$ cat config.mk
export PLATFORM = sky130hd
export DESIGN_NAME = fifo_flush_sync
export DESIGN_NICKNAME = d
export VERILOG_FILES = /design/src/rtl/fifo_flush_pkg.sv /design/src/rtl/fifo_flush_ptr.sv /design/src/rtl/fifo_flush_sync.sv
export SDC_FILE = /design/constraint.sdc
export NUM_CORES = 1
export LEC_CHECK = 0
export ABC_AREA = 0
export BUFFER_PORTS_ARGS = -buffer_cell sky130_fd_sc_hd__buf_4
export CORE_ASPECT_RATIO = 0.75
export CORE_MARGIN = 1.5
export CORE_UTILIZATION = 54
export DETAILED_ROUTE_END_ITERATION = 12
export PLACE_DENSITY = 0.71
export SLEW_MARGIN = 20
export SYNTH_ARGS = -nofsm -noshare
export SYNTH_HDL_FRONTEND = slang
export SYNTH_SLANG_ARGS = --single-unit
$ cat constraint.sdc
create_clock -name clock -period 4.8 [get_ports clock]
set_input_delay 0.72 -clock clock [delete_from_list [all_inputs] [get_ports clock]]
set_output_delay 0.72 -clock clock [all_outputs]
set_load 0.03 [all_outputs]
$ cat src/rtl/fifo_flush_pkg.sv
package fifo_flush_pkg;

  typedef enum logic {
    ST_IDLE,
    ST_DRAIN
  } flush_state_t;

  localparam int unsigned FLUSH_DISCARD = 0;
  localparam int unsigned FLUSH_DRAIN   = 1;

  function automatic int unsigned ptr_width(input int unsigned depth);
    return $clog2(depth) + 1;
  endfunction

endpackage

$ cat src/rtl/fifo_flush_ptr.sv
module fifo_flush_ptr #(
  parameter int unsigned PW = 4
) (
  input  logic          clock,
  input  logic          reset,
  input  logic          inc,
  input  logic          load,
  input  logic [PW-1:0] load_val,
  output logic [PW-1:0] ptr
);

  always_ff @(posedge clock) begin
    if (reset)     ptr <= '0;
    else if (load) ptr <= load_val;
    else if (inc)  ptr <= ptr + 1'b1;
  end

endmodule

$ cat src/rtl/fifo_flush_sync.sv
module fifo_flush_sync
  import fifo_flush_pkg::*;
#(
  parameter int unsigned DATA_W     = 4,
  parameter int unsigned DEPTH      = 32,
  parameter int unsigned AFULL_TH   = 28,
  parameter int unsigned FLUSH_MODE = 0
) (
  input  logic                     clock,
  input  logic                     reset,
  input  logic                     fifo_wr_valid_i,
  input  logic [DATA_W-1:0]        fifo_wr_data_i,
  output logic                     fifo_wr_ready_o,
  input  logic                     fifo_rd_valid_i,
  output logic [DATA_W-1:0]        fifo_rd_data_o,
  output logic                     fifo_rd_data_valid_o,
  input  logic                     fifo_flush_i,
  output logic                     fifo_flush_busy_o,
  output logic [$clog2(DEPTH):0]   fifo_count_o,
  output logic                     fifo_empty_o,
  output logic                     fifo_full_o,
  output logic                     fifo_almost_full_o,
  output logic                     fifo_overflow_o,
  output logic                     fifo_underflow_o
);

  localparam int unsigned AW = $clog2(DEPTH);
  localparam int unsigned PW = ptr_width(DEPTH);

  logic [DATA_W-1:0] mem [DEPTH];
  logic [PW-1:0]     wr_ptr, rd_ptr, count;
  flush_state_t      state_q, state_d;
  logic              idle, empty, full;
  logic              wr_en, pop, discard;
  logic              ovf_d, udf_d;

  fifo_flush_ptr #(.PW(PW)) u_wr_ptr (
    .clock    (clock),
    .reset    (reset),
    .inc      (wr_en),
    .load     (1'b0),
    .load_val ('0),
    .ptr      (wr_ptr)
  );

  fifo_flush_ptr #(.PW(PW)) u_rd_ptr (
    .clock    (clock),
    .reset    (reset),
    .inc      (pop),
    .load     (discard),
    .load_val (wr_ptr),
    .ptr      (rd_ptr)
  );

  assign idle  = (state_q == ST_IDLE);
  assign count = wr_ptr - rd_ptr;
  assign empty = (wr_ptr == rd_ptr);
  assign full  = (wr_ptr[PW-1] != rd_ptr[PW-1]) && (wr_ptr[AW-1:0] == rd_ptr[AW-1:0]);

  assign fifo_wr_ready_o = !full && idle && !fifo_flush_i;
  assign wr_en   = fifo_wr_valid_i && fifo_wr_ready_o && !reset;
  assign discard = (FLUSH_MODE == FLUSH_DISCARD) && idle && fifo_flush_i;
  // drain pops unconditionally: the FSM leaves DRAIN on the pop that empties the FIFO
  assign pop     = idle ? (fifo_rd_valid_i && !empty && !fifo_flush_i) : 1'b1;
  assign ovf_d   = fifo_wr_valid_i && !fifo_wr_ready_o && !(idle && fifo_flush_i);
  assign udf_d   = idle && fifo_rd_valid_i && empty && !fifo_flush_i;

  assign fifo_flush_busy_o  = !idle;
  assign fifo_count_o       = count;
  assign fifo_empty_o       = empty;
  assign fifo_full_o        = full;
  assign fifo_almost_full_o = (count >= PW'(AFULL_TH));

  always_ff @(posedge clock) begin
    if (wr_en) mem[wr_ptr[AW-1:0]] <= fifo_wr_data_i;
  end

  always_ff @(posedge clock) begin
    if (reset) state_q <= ST_IDLE;
    else       state_q <= state_d;
  end

  always_comb begin
    state_d = state_q;
    unique case (state_q)
      ST_IDLE:  if ((FLUSH_MODE == FLUSH_DRAIN) && fifo_flush_i && !empty) state_d = ST_DRAIN;
      ST_DRAIN: if (count == PW'(1)) state_d = ST_IDLE;
      default:  state_d = ST_IDLE;
    endcase
  end

  always_ff @(posedge clock) begin
    if (reset) begin
      fifo_rd_data_o       <= '0;
      fifo_rd_data_valid_o <= 1'b0;
      fifo_overflow_o      <= 1'b0;
      fifo_underflow_o     <= 1'b0;
    end else begin
      fifo_rd_data_valid_o <= pop;
      fifo_overflow_o      <= ovf_d;
      fifo_underflow_o     <= udf_d;
      if (pop) fifo_rd_data_o <= mem[rd_ptr[AW-1:0]];
    end
  end

endmodule

* After elaboration in Yosys (flattened, before gate mapping) *
Memories as Yosys holds them, arrays and structs flattened. A register that Yosys moved wholly into a read port is not among the register bits.
Index checks and enable logic that the tools add are counted.

storage, ports and cells
  RAM bits = 128
  register bits after elaboration = 16
  word-level logic and storage cells = 43
  memories kept = 1
  input bits = 9
  output and inout bits = 18

memory list
  memory  depth  bits a word  rd ports  clocked after memory_dff  write ports  line                   source
  mem     32     4            1         1                         1            fifo_flush_sync.sv:30  logic [DATA_W-1:0] mem [DEPTH];

cells by class
  bitwise logic cells = 1
  equality and inequality tests = 4
  add/subtract/negate cells = 3
  $lt $le $gt $ge = 1
  reduce and logical (&&, ||, !) cells = 21
  multiplexer cells = 6

operators by type and width
  cell                                                                                 number
  1-bit logical AND                                                                    13
  6-bit by 1-bit adder with 6-bit output, second input constant                        2
  6-bit 2-to-1 mux                                                                     2
  6-bit by 1-bit equality test with 1-bit output, second input constant                1
  6-bit equality test                                                                  1
  6-bit by 5-bit greater-or-equal comparator with 1-bit output, second input constant  1
  1-bit zero test                                                                      6
  6-bit subtractor                                                                     1
  5-bit equality test                                                                  1
  1-bit 2-to-1 mux                                                                     4
  2-bit nonzero test                                                                   1
  2-bit OR reduction                                                                   1
  1-bit != test                                                                        1
  1-bit inverter                                                                       1

* Depth between registers and ports, before layout *
Gate-level depths: netlist of the first run.

  word-level depth = 9
  depth in mapped cells = 9
  mapped depth without buffers = 8

* Modules after synthesis *
From an unflattened synthesis of the first run, not the netlist that was laid out.

second synthesis, totals
  cells, all modules = 397
  area total of the unflattened synthesis = 6331.1 µm²

by module, submodules not included
  module           area each (µm²)  sequential area each (µm²)  cells an instance  times used
  fifo_flush_sync  5733.0           4003.8                      333                1
  fifo_flush_ptr   299.0            120.1                       32                 2

* Worst setup path after synthesis of the first run *
Ideal clock, no wire load.

  path kind = register -> output
  from = reg u_rd_ptr.ptr[2]
  to = out fifo_almost_full_o
  stages on the path, launching flop included = 8
  data required time = 4080 ps
  data arrival time = 2628 ps
  path buffers = 2
  path slack = 1452 ps
  path through = dfxtp_1 > buf_2 > inv_1 > ha_1 > clkbuf_1 > xnor2_1 > inv_1 > o31ai_1

between the ends
  word-level cells in the longest chain between the ends = 2

RTL lines
  element                                                       line                   source
  start: declaration                                            fifo_flush_ptr.sv:9    output logic [PW-1:0] ptr
  start signal: assignment                                      fifo_flush_ptr.sv:14   else if (load) ptr <= load_val;
  start signal: assignment                                      fifo_flush_ptr.sv:15   else if (inc) ptr <= ptr + 1'b1;
  6-bit subtractor                                              fifo_flush_sync.sv:56  assign count = wr_ptr - rd_ptr;
  named net fifo_count_o[2]                                     fifo_flush_sync.sv:19  output logic [$clog2(DEPTH):0] fifo_count_o,
  6-bit by 5-bit greater-or-equal comparator with 1-bit output  fifo_flush_sync.sv:72  assign fifo_almost_full_o = (count >= PW'(AFULL_TH));
  end: declaration                                              fifo_flush_sync.sv:22  output logic fifo_almost_full_o,

The timed path passes the listed nets, and every way through them passes these cells.

* Worst setup path in the final report of the first run *
  from = reg u_rd_ptr.ptr[2]
  to = out fifo_almost_full_o

between the ends
  word-level cells in the longest chain between the ends = 2

RTL lines
  element                                                       line
  6-bit subtractor                                              fifo_flush_sync.sv:56
  6-bit by 5-bit greater-or-equal comparator with 1-bit output  fifo_flush_sync.sv:72

Every way passes these cells.

==> results.json, run 1 <==
{
  "status": "finished clean",
  "root_buffer": "clkbuf_16",
  "diodes": 0,
  "path_depth": 7,
  "drive_gt1_share_pct": 22.1,
  "cpPeakStageDelay_ns": 0.85,
  "postCtsSetupRepairBufs": 0,
  "syn_area_sq_um": 6250,
  "worstSetupPathType": "flop to output port",
  "critPathMaxFanout": 20,
  "synth_area_per_cell_sq_um": 15.8,
  "cp-start-kind": "flop",
  "clock_latency_ns": 0.42,
  "clkTransAtPathRegs_ns": 0.06,
  "arrival_ns": 3.21,
  "yosysSeqAreaShare_pct": 67.9,
  "n_fill_cell": 777,
  "place_area_sq_um": 6540,
  "synth_top_area_share_pct": 61.5,
  "io_pins": 27,
  "rr_startpoint": "u_rd_ptr.ptr[2]",
  "synth_cell_types": 51,
  "dpl.cell_count": 547,
  "via_count": 3538,
  "setup_viol": 0,
  "synth_area_leaders": "edfxtp_1, mux4_2, dfxtp_1",
  "grt_pass1_wl_microns": 21200,
  "final_nets": 446,
  "async_flop_share_pct": 0,
  "netlist_top_cells_count": "edfxtp_1, nor2_1, mux4_2",
  "synth-seq-cells": 148,
  "cp_num_buf_inv": 2,
  "start_util_pct": 56.3,
  "clkSinkCount": 148,
  "tns_ns": 0,
  "syn_to_final_growth_pct": 14.5,
  "cts_hold_buffers": 0,
  "critPathCapture": "fifo_almost_full_o",
  "cts_buffers": 17,
  "met2_length_microns": 6300,
  "period_minus_slack_ns": 3.93,
  "antenna_found_initial": 0,
  "path_delay_family": "compound AO/OA/AOI/OAI gates",
  "detail-route-antenna-nets": 0,
  "r2r_slack_ns": 1.37,
  "wl_per_cell_microns": 23.5,
  "ys_warn_count": 0,
  "rsz0062_at_grt": "no",
  "fp.coreArea_sq_um": 11100,
  "h-tree-depth": 4,
  "synth_edf_count": 128,
  "finalCritPeriodShare_pct": 81.9,
  "max_freq_mhz": 255,
  "finalMaxSlewViolations": 0,
  "hold_viol": 0,
  "fin_cells": 579,
  "crit_chain": "inv_1, ha_1, o21ai_0, a21o_1, a211oi_1, o31ai_1, buf_4",
  "yosysMostFrequentCell": "edfxtp_1",
  "dieArea_sq_um": 12200,
  "required_ns": 4.08,
  "wl_met1_microns": 6130,
  "num_rows": 33,
  "ir_drop_v": 0.000428,
  "drc": 0,
  "cap_violations": 0,
  "cts_tree": "built",
  "grt_pass1_vias": 3541,
  "yosysTopAreaCell": "edfxtp_1",
  "wirelength_microns": 13600,
  "io_buffers": 26,
  "ctsResizeCount": 0,
  "viasPerCell": 6.11,
  "design_area_sq_um": 7160,
  "multiInputGateArea_sq_um": 1840,
  "p_leak_nw": 2.37,
  "hold_slack_ns": 0.521,
  "p_per_area_nw_per_um2": 426,
  "highest_layer": "met4",
  "dr.first_iter.drc_count": 407,
  "reg2reg_depth": 5,
  "fin_skew_ns": 0.00749,
  "rr_endpoint": "mem[21][0]",
  "cp-startpoint": "u_rd_ptr.ptr[2]",
  "synth_nets": 416,
  "critPathSlowestCell": "dfxtp_1",
  "grt_usage_pct": 24.7,
  "critPathCaptureType": "output port",
  "tightest_slew_ns": 0.819,
  "max_slew_margin_pct": 45.4,
  "hp-class": "flop to flop",
  "die_w_microns": 127,
  "grt_max_degree": 36,
  "final-seq-area_sq_um": 4250,
  "routed-wl-met3_microns": 1000,
  "fp.dieH_microns": 96.2,
  "routabilityCongestion": 0.872,
  "ys.flop_type": "edfxtp_1",
  "gr-total-overflow": 0,
  "dpl.hpwl_microns": 8660,
  "drt_pre_antenna_iters": 4,
  "max-clock-path-buffers": 2,
  "syn_inst": 396
}
## cells by family (layout without fill, tap and decap cells)
logic type                 Yosys count  after routing  share of synthesized area [%]
muxes                               33             33                           11.8
adders and majority gates           11             11                           2.32
AOI/OAI and AO/OA                   47             47                           5.47
DFF                                148            148                           67.9
buffers and inverters               34             77                           2.60
and+or+nand+nor                    113            113                           8.53
xor gates and xnor gates            10             10                           1.40
## how the worst min path moves through the flow
stage                     cells after the start                end              start
after floorplan                               2    u_rd_ptr.ptr[5]    u_wr_ptr.ptr[5]
after CTS                                     1  fifo_rd_data_o[1]  fifo_rd_data_o[1]
final                                         1  fifo_rd_data_o[1]  fifo_rd_data_o[1]
after detailed placement                      1  fifo_rd_data_o[1]  fifo_rd_data_o[1]
after global placement                        1  fifo_rd_data_o[0]  fifo_rd_data_o[0]
after global routing                          1  fifo_rd_data_o[1]  fifo_rd_data_o[1]
## stage by stage
stage	utilization (%)	worst slack, ns	total power [mW]
2_1_floorplan	-	1.45	1.62
3_3_place_gp	58.8	1.49	1.70
3_5_place_dp	58.8	1.40	1.70
4_1_cts	64.4	0.951	3.07
5_1_grt	64.4	0.614	3.14
6_report	64.4	0.871	3.05
## cell type report
| type | instances | area share (%) |
|---|---|---|
| Sequential cell | 148 | 59.3 |
| Multi-Input combinational cell | 214 | 25.7 |
| Clock buffer | 20 | 6.10 |
| Timing Repair Buffer | 28 | 2.94 |
| Clock inverter | 12 | 2.57 |
| Tap cell | 140 | 2.45 |
| Inverter | 17 | 0.892 |
## routing by layer
metal / track usage (%) / vias to the layer above
met4: 8.33 / 0
li1: - / 1602
met2: 37.5 / 145
met1: 35.3 / 1775
met3: 6.28 / 16
met5: 0 / -
## where the power goes
group / switching [mW] / total, mW / internal, mW
clock: 0.508 / 1.38 / 0.872
combinational: 0.158 / 0.259 / 0.102
sequential: 0.00796 / 1.41 / 1.40
## flip-flops by register name, indices dropped and copies added (netlist names)
register              count
fifo_flush_busy_o         1
u_rd_ptr.ptr              6
fifo_underflow_o          1
fifo_rd_data_o            4
mem                     128
fifo_rd_data_valid_o      1
u_wr_ptr.ptr              6
fifo_overflow_o           1
## cells in the final DEF (no fill, tap or decap), types with 2 or more instances in the layout
master / n
nor4_1: 4
mux4_2: 31
nand2_1: 20
bufinv_16: 4
a311oi_1: 2
a21oi_1: 6
nand3b_1: 4
nand3_1: 8
inv_1: 17
or2_2: 3
clkinv_4: 5
buf_4: 28
clkinvlp_4: 2
o21ai_0: 5
and3_1: 3
nand2b_1: 3
nor2_1: 49
a211oi_1: 5
o31ai_1: 3
nor2b_1: 3
o22ai_1: 13
nand4_1: 3
xor2_1: 7
a22o_1: 3
nor3_1: 4
clkbuf_16: 17
and2_1: 2
ha_1: 10
or3_1: 2
dfxtp_1: 19
edfxtp_1: 128
xnor2_1: 3
clkbuf_1: 3
Power figures use the tool's default switching activity.
==> run 2: changes to the inputs <==
- clock period: 4.8 -> 3.9 ns (I/O delays scaled with it)
==> results.json, run 2 (synthesis gave the netlist of run 1 again) <==
{
  "fp.dieH_microns": 96.2,
  "drc": 0,
  "final_common_cell": "edfxtp_1",
  "required_ns": 3.31,
  "final_cell_mix": "edfxtp_1, nor2_1, mux4_2, buf_4, nand2_1",
  "dr.first_iter.drc_count": 391,
  "h-tree-depth": 4,
  "grt_max_degree": 36,
  "clkTransAtPathRegs_ns": 0.06,
  "max-clock-path-buffers": 2,
  "p_switching_uw": 812,
  "critPathCaptureType": "output port",
  "ir_drop_v": 0.000370,
  "setup_slack_ns": 0.650,
  "cts_buffers": 17,
  "max_freq_mhz": 308,
  "cp-start-kind": "flop",
  "power_frac_comb_pct": 9.2,
  "switching_share_pct": 23.4,
  "num_rows": 33,
  "final_nets": 449,
  "die_w_microns": 127,
  "finalCritPeriodShare_pct": 83.3,
  "via_count": 3592,
  "hp-class": "primary input to flop",
  "max_slew_margin_pct": 57.0,
  "io_buffers": 26,
  "clock_latency_ns": 0.42,
  "setup_viol": 0,
  "cts_tree": "built",
  "wirelength_microns": 13600,
  "status": "finished clean",
  "drt_pre_antenna_iters": 5,
  "clkPwrFrac_pct": 40.8,
  "wl_per_cell_microns": 23.3,
  "tightest_slew_ns": 0.644,
  "drive_gt1_share_pct": 22.4,
  "grt_usage_pct": 24.4,
  "worstSetupPathType": "flop to output port",
  "viasPerCell": 6.18,
  "rsz0062_at_grt": "no",
  "syn_to_final_growth_pct": 13.3,
  "power_frac_seq_pct": 50.0,
  "fin_skew_ns": 0.00753,
  "gr-total-overflow": 0,
  "p_leak_nw": 2.33,
  "ctsResizeCount": 0,
  "root_buffer": "clkbuf_16",
  "start_util_pct": 56.3,
  "pre_cts_slack_ns": 0.883,
  "cts_hold_buffers": 0,
  "postCtsSetupRepairBufs": 0,
  "cellInternalPower_mw": 2.66,
  "hold_viol": 0,
  "grt_pass1_vias": 3489,
  "antenna_found_initial": 0,
  "grt_pass1_wl_microns": 20500,
  "tns_ns": 0,
  "routabilityCongestion": 0.832,
  "dieArea_sq_um": 12200,
  "p_per_area_nw_per_um2": 491,
  "clkSinkCount": 148,
  "arrival_ns": 2.66,
  "io_pins": 27,
  "fp.coreArea_sq_um": 11100,
  "largest_reg_flops": 128,
  "dpl.hpwl_microns": 8960,
  "period_minus_slack_ns": 3.25,
  "detail-route-antenna-nets": 0,
  "cap_violations": 0,
  "finalMaxSlewViolations": 0,
  "critPathMaxFanout": 7,
  "diodes": 0
}
-- run 2: cell count changes in the layout (fill, tap and decap cells not counted) --
| cell | delta |
|---|---|
| bufinv_16 | -4 |
| buf_4 | +3 |
| clkinvlp_4 | +3 |
| clkinv_4 | -2 |
| clkbuf_1 | -1 |
| clkinv_1 | +1 |
| clkinv_2 | +1 |
| inv_6 | +1 |
-- run 2: final timing paths --
| kind | to | cells past startpoint | slack, ns | start |
|---|---|---|---|---|
| max | fifo_almost_full_o | 9 | 0.65 | u_wr_ptr.ptr[0] |
| min | fifo_underflow_o | 3 | 0.46 | fifo_rd_valid_i |
| max reg2reg | mem[9][0] | 6 | 0.87 | u_rd_ptr.ptr[3] |
| min reg2reg | fifo_rd_data_o[1] | 1 | 0.54 | fifo_rd_data_o[1] |
-- run 2: power by group through the flow --
stage                     clock network (mW)  logic [mW]  registers, mW
after CTS                               1.43       0.321           1.74
final                                   1.42       0.319           1.74
after floorplan                            0       0.213           1.78
after global placement                     0       0.317           1.77
after global routing                    1.50       0.346           1.74
after detailed placement                   0       0.320           1.77
-- run 2: per-stage QoR --
stage / cell area (sq um) / util [%] / hold WS, ns / std cells / power (mW)
floorplan: 6250 / - / 0.535 / 396 / 1.99
global placement: 6560 / 59.1 / 0.513 / 550 / 2.09
detailed placement: 6560 / 59.1 / 0.524 / 550 / 2.09
CTS: 7080 / 63.7 / 0.439 / 581 / 3.49
global route: 7080 / 63.7 / 0.456 / 581 / 3.59
finish: 7080 / 63.7 / 0.461 / 581 / 3.47
-- run 2: worst max-delay path: stages (launching register included) --
cell      delay, ns
dfxtp_1        0.46
inv_1          0.13
ha_1           0.23
fa_1           0.40
nand2b_1       0.18
a21oi_1        0.17
nor2_1         0.06
xor2_1         0.17
o31ai_1        0.26
buf_4          0.20
-- run 2: per-layer routing --
layer | vias up | GRT usage, % | share of wire, %
met5 | - | 0 | 0
met4 | 0 | 9.56 | 1.8
met3 | 23 | 6.95 | 8.6
met2 | 158 | 37.2 | 46
met1 | 1806 | 33.8 | 44
li1 | 1605 | - | -
-- run 2: final cells by class --
cell class | count | area [sq um]
clock buffer | 19 | 433
clock inverter | 12 | 86.3
fill | 778 | 4030
inverter | 17 | 63.8
multi-input combinational | 214 | 1840
sequential | 148 | 4250
tap | 140 | 175
timing repair buffer | 31 | 233
==> run 3: changes to the inputs <==
- clock period: 3.9 -> 3.4 ns (I/O delays scaled with it)
==> results.json, run 3 (synthesis gave the netlist of run 1 again) <==
{
  "status": "finished clean",
  "drc": 0,
  "wirelength_microns": 13400,
  "setup_viol": 0,
  "diodes": 0,
  "arrival_ns": 2.72,
  "fp.coreArea_sq_um": 11100,
  "cts_buffers": 17,
  "ir_drop_v": 0.000377,
  "wl_per_cell_microns": 23.0,
  "fin_cells": 585,
  "cp-start-kind": "flop",
  "grt_pass1_vias": 3508,
  "dr.first_iter.drc_count": 445,
  "postCtsSetupRepairBufs": 0,
  "reg2reg_depth": 6,
  "max_slew_margin_pct": 56.3,
  "clock_latency_ns": 0.43,
  "multiInputGateArea_sq_um": 1840,
  "clkTransAtPathRegs_ns": 0.06,
  "final_nets": 452,
  "cap_violations": 0,
  "final-seq-area_sq_um": 4250,
  "n_fill_cell": 786,
  "finalCritPeriodShare_pct": 95.0,
  "grt_max_degree": 36,
  "detail-route-antenna-nets": 0,
  "power.total_mw": 4.23,
  "gr-total-overflow": 0,
  "tightest_slew_ns": 0.655,
  "worstSetupPathType": "flop to output port",
  "rr_endpoint": "mem[16][1]",
  "hp-class": "primary input to flop",
  "hold_viol": 0,
  "design_area_sq_um": 7180,
  "hp-start": "fifo_rd_valid_i",
  "routabilityCongestion": 0.850,
  "fp.dieH_microns": 96.2,
  "largest_reg_flops": 128,
  "max_freq_mhz": 310,
  "final_cell_mix": "edfxtp_1, nor2_1, buf_4",
  "final_common_cell": "edfxtp_1",
  "critPathCaptureType": "output port",
  "final_util_pct": 64.6,
  "dpl.hpwl_microns": 8600,
  "antenna_found_initial": 0,
  "period_minus_slack_ns": 3.23,
  "r2r_slack_ns": 0.40,
  "cts_tree": "built",
  "grt_usage_pct": 24.4,
  "ctsResizeCount": 0,
  "cts_hold_buffers": 0,
  "hold_slack_ns": 0.364,
  "root_buffer": "clkbuf_16",
  "io_pins": 27,
  "rsz0062_at_grt": "no",
  "place_area_sq_um": 6580,
  "num_rows": 33,
  "tns_ns": 0,
  "fin_skew_ns": 0.00909,
  "syn_to_final_growth_pct": 14.9,
  "dieArea_sq_um": 12200,
  "cp-startpoint": "u_wr_ptr.ptr[0]",
  "viasPerCell": 6.20,
  "rr_startpoint": "u_wr_ptr.ptr[0]",
  "via_count": 3628,
  "dpl.cell_count": 553,
  "required_ns": 2.89,
  "drive_gt1_share_pct": 23.8,
  "max-clock-path-buffers": 2,
  "die_w_microns": 127,
  "p_leak_nw": 2.39,
  "critPathCapture": "fifo_almost_full_o",
  "io_buffers": 26,
  "setup_slack_ns": 0.171,
  "start_util_pct": 56.3,
  "finalMaxSlewViolations": 0,
  "grt_pass1_wl_microns": 20700,
  "p_per_area_nw_per_um2": 590,
  "drt_pre_antenna_iters": 5,
  "pre_cts_slack_ns": 0.405,
  "h-tree-depth": 4,
  "critPathMaxFanout": 7,
  "clkSinkCount": 148
}
==> run 3: worst min-delay path by stage <==
stage,end,slack [ns],depth (start not counted)
6_report,fifo_underflow_o,0.36,3
3_5_place_dp,fifo_rd_data_o[3],0.51,1
2_1_floorplan,u_rd_ptr.ptr[5],0.53,2
5_1_grt,fifo_underflow_o,0.37,3
4_1_cts,fifo_underflow_o,0.35,3
3_3_place_gp,fifo_rd_data_o[3],0.51,1
==> run 3: area by class of cell <==
cell class              count  area share [%]
inverters                  17           0.889
well taps                 140            2.44
clock buffers              17            5.93
multi-input cells         214            25.7
flip-flops and latches    148            59.1
repair buffers             34            3.56
clock inverters            15            2.41
==> run 3: critical path, stage by stage, from the launching register on <==
cell and delay (ns):
dfxtp_1 0.47, inv_1 0.13, ha_1 0.23, fa_1 0.42, nand2b_1 0.16, a21oi_1 0.17
nor2_1 0.07, xor2_1 0.17, o31ai_1 0.28, buf_4 0.21
==> run 3: layer usage <==
metal / wire (microns) / vias up / global-route usage (%)
met3: 1200 / 22 / 6.28
li1: - / 1616 / -
met2: 6030 / 180 / 36.0
met1: 5970 / 1810 / 34.9
met4: 252 / 0 / 10.5
met5: 0 / - / 0
==> run 3: power by group <==
part | switching, mW | internal (mW) | leakage (nW)
clock network | 0.768 | 1.10 | 0.283
logic | 0.228 | 0.145 | 0.793
registers | 0.0101 | 1.98 | 1.31
total | 1.01 | 3.23 | 2.39
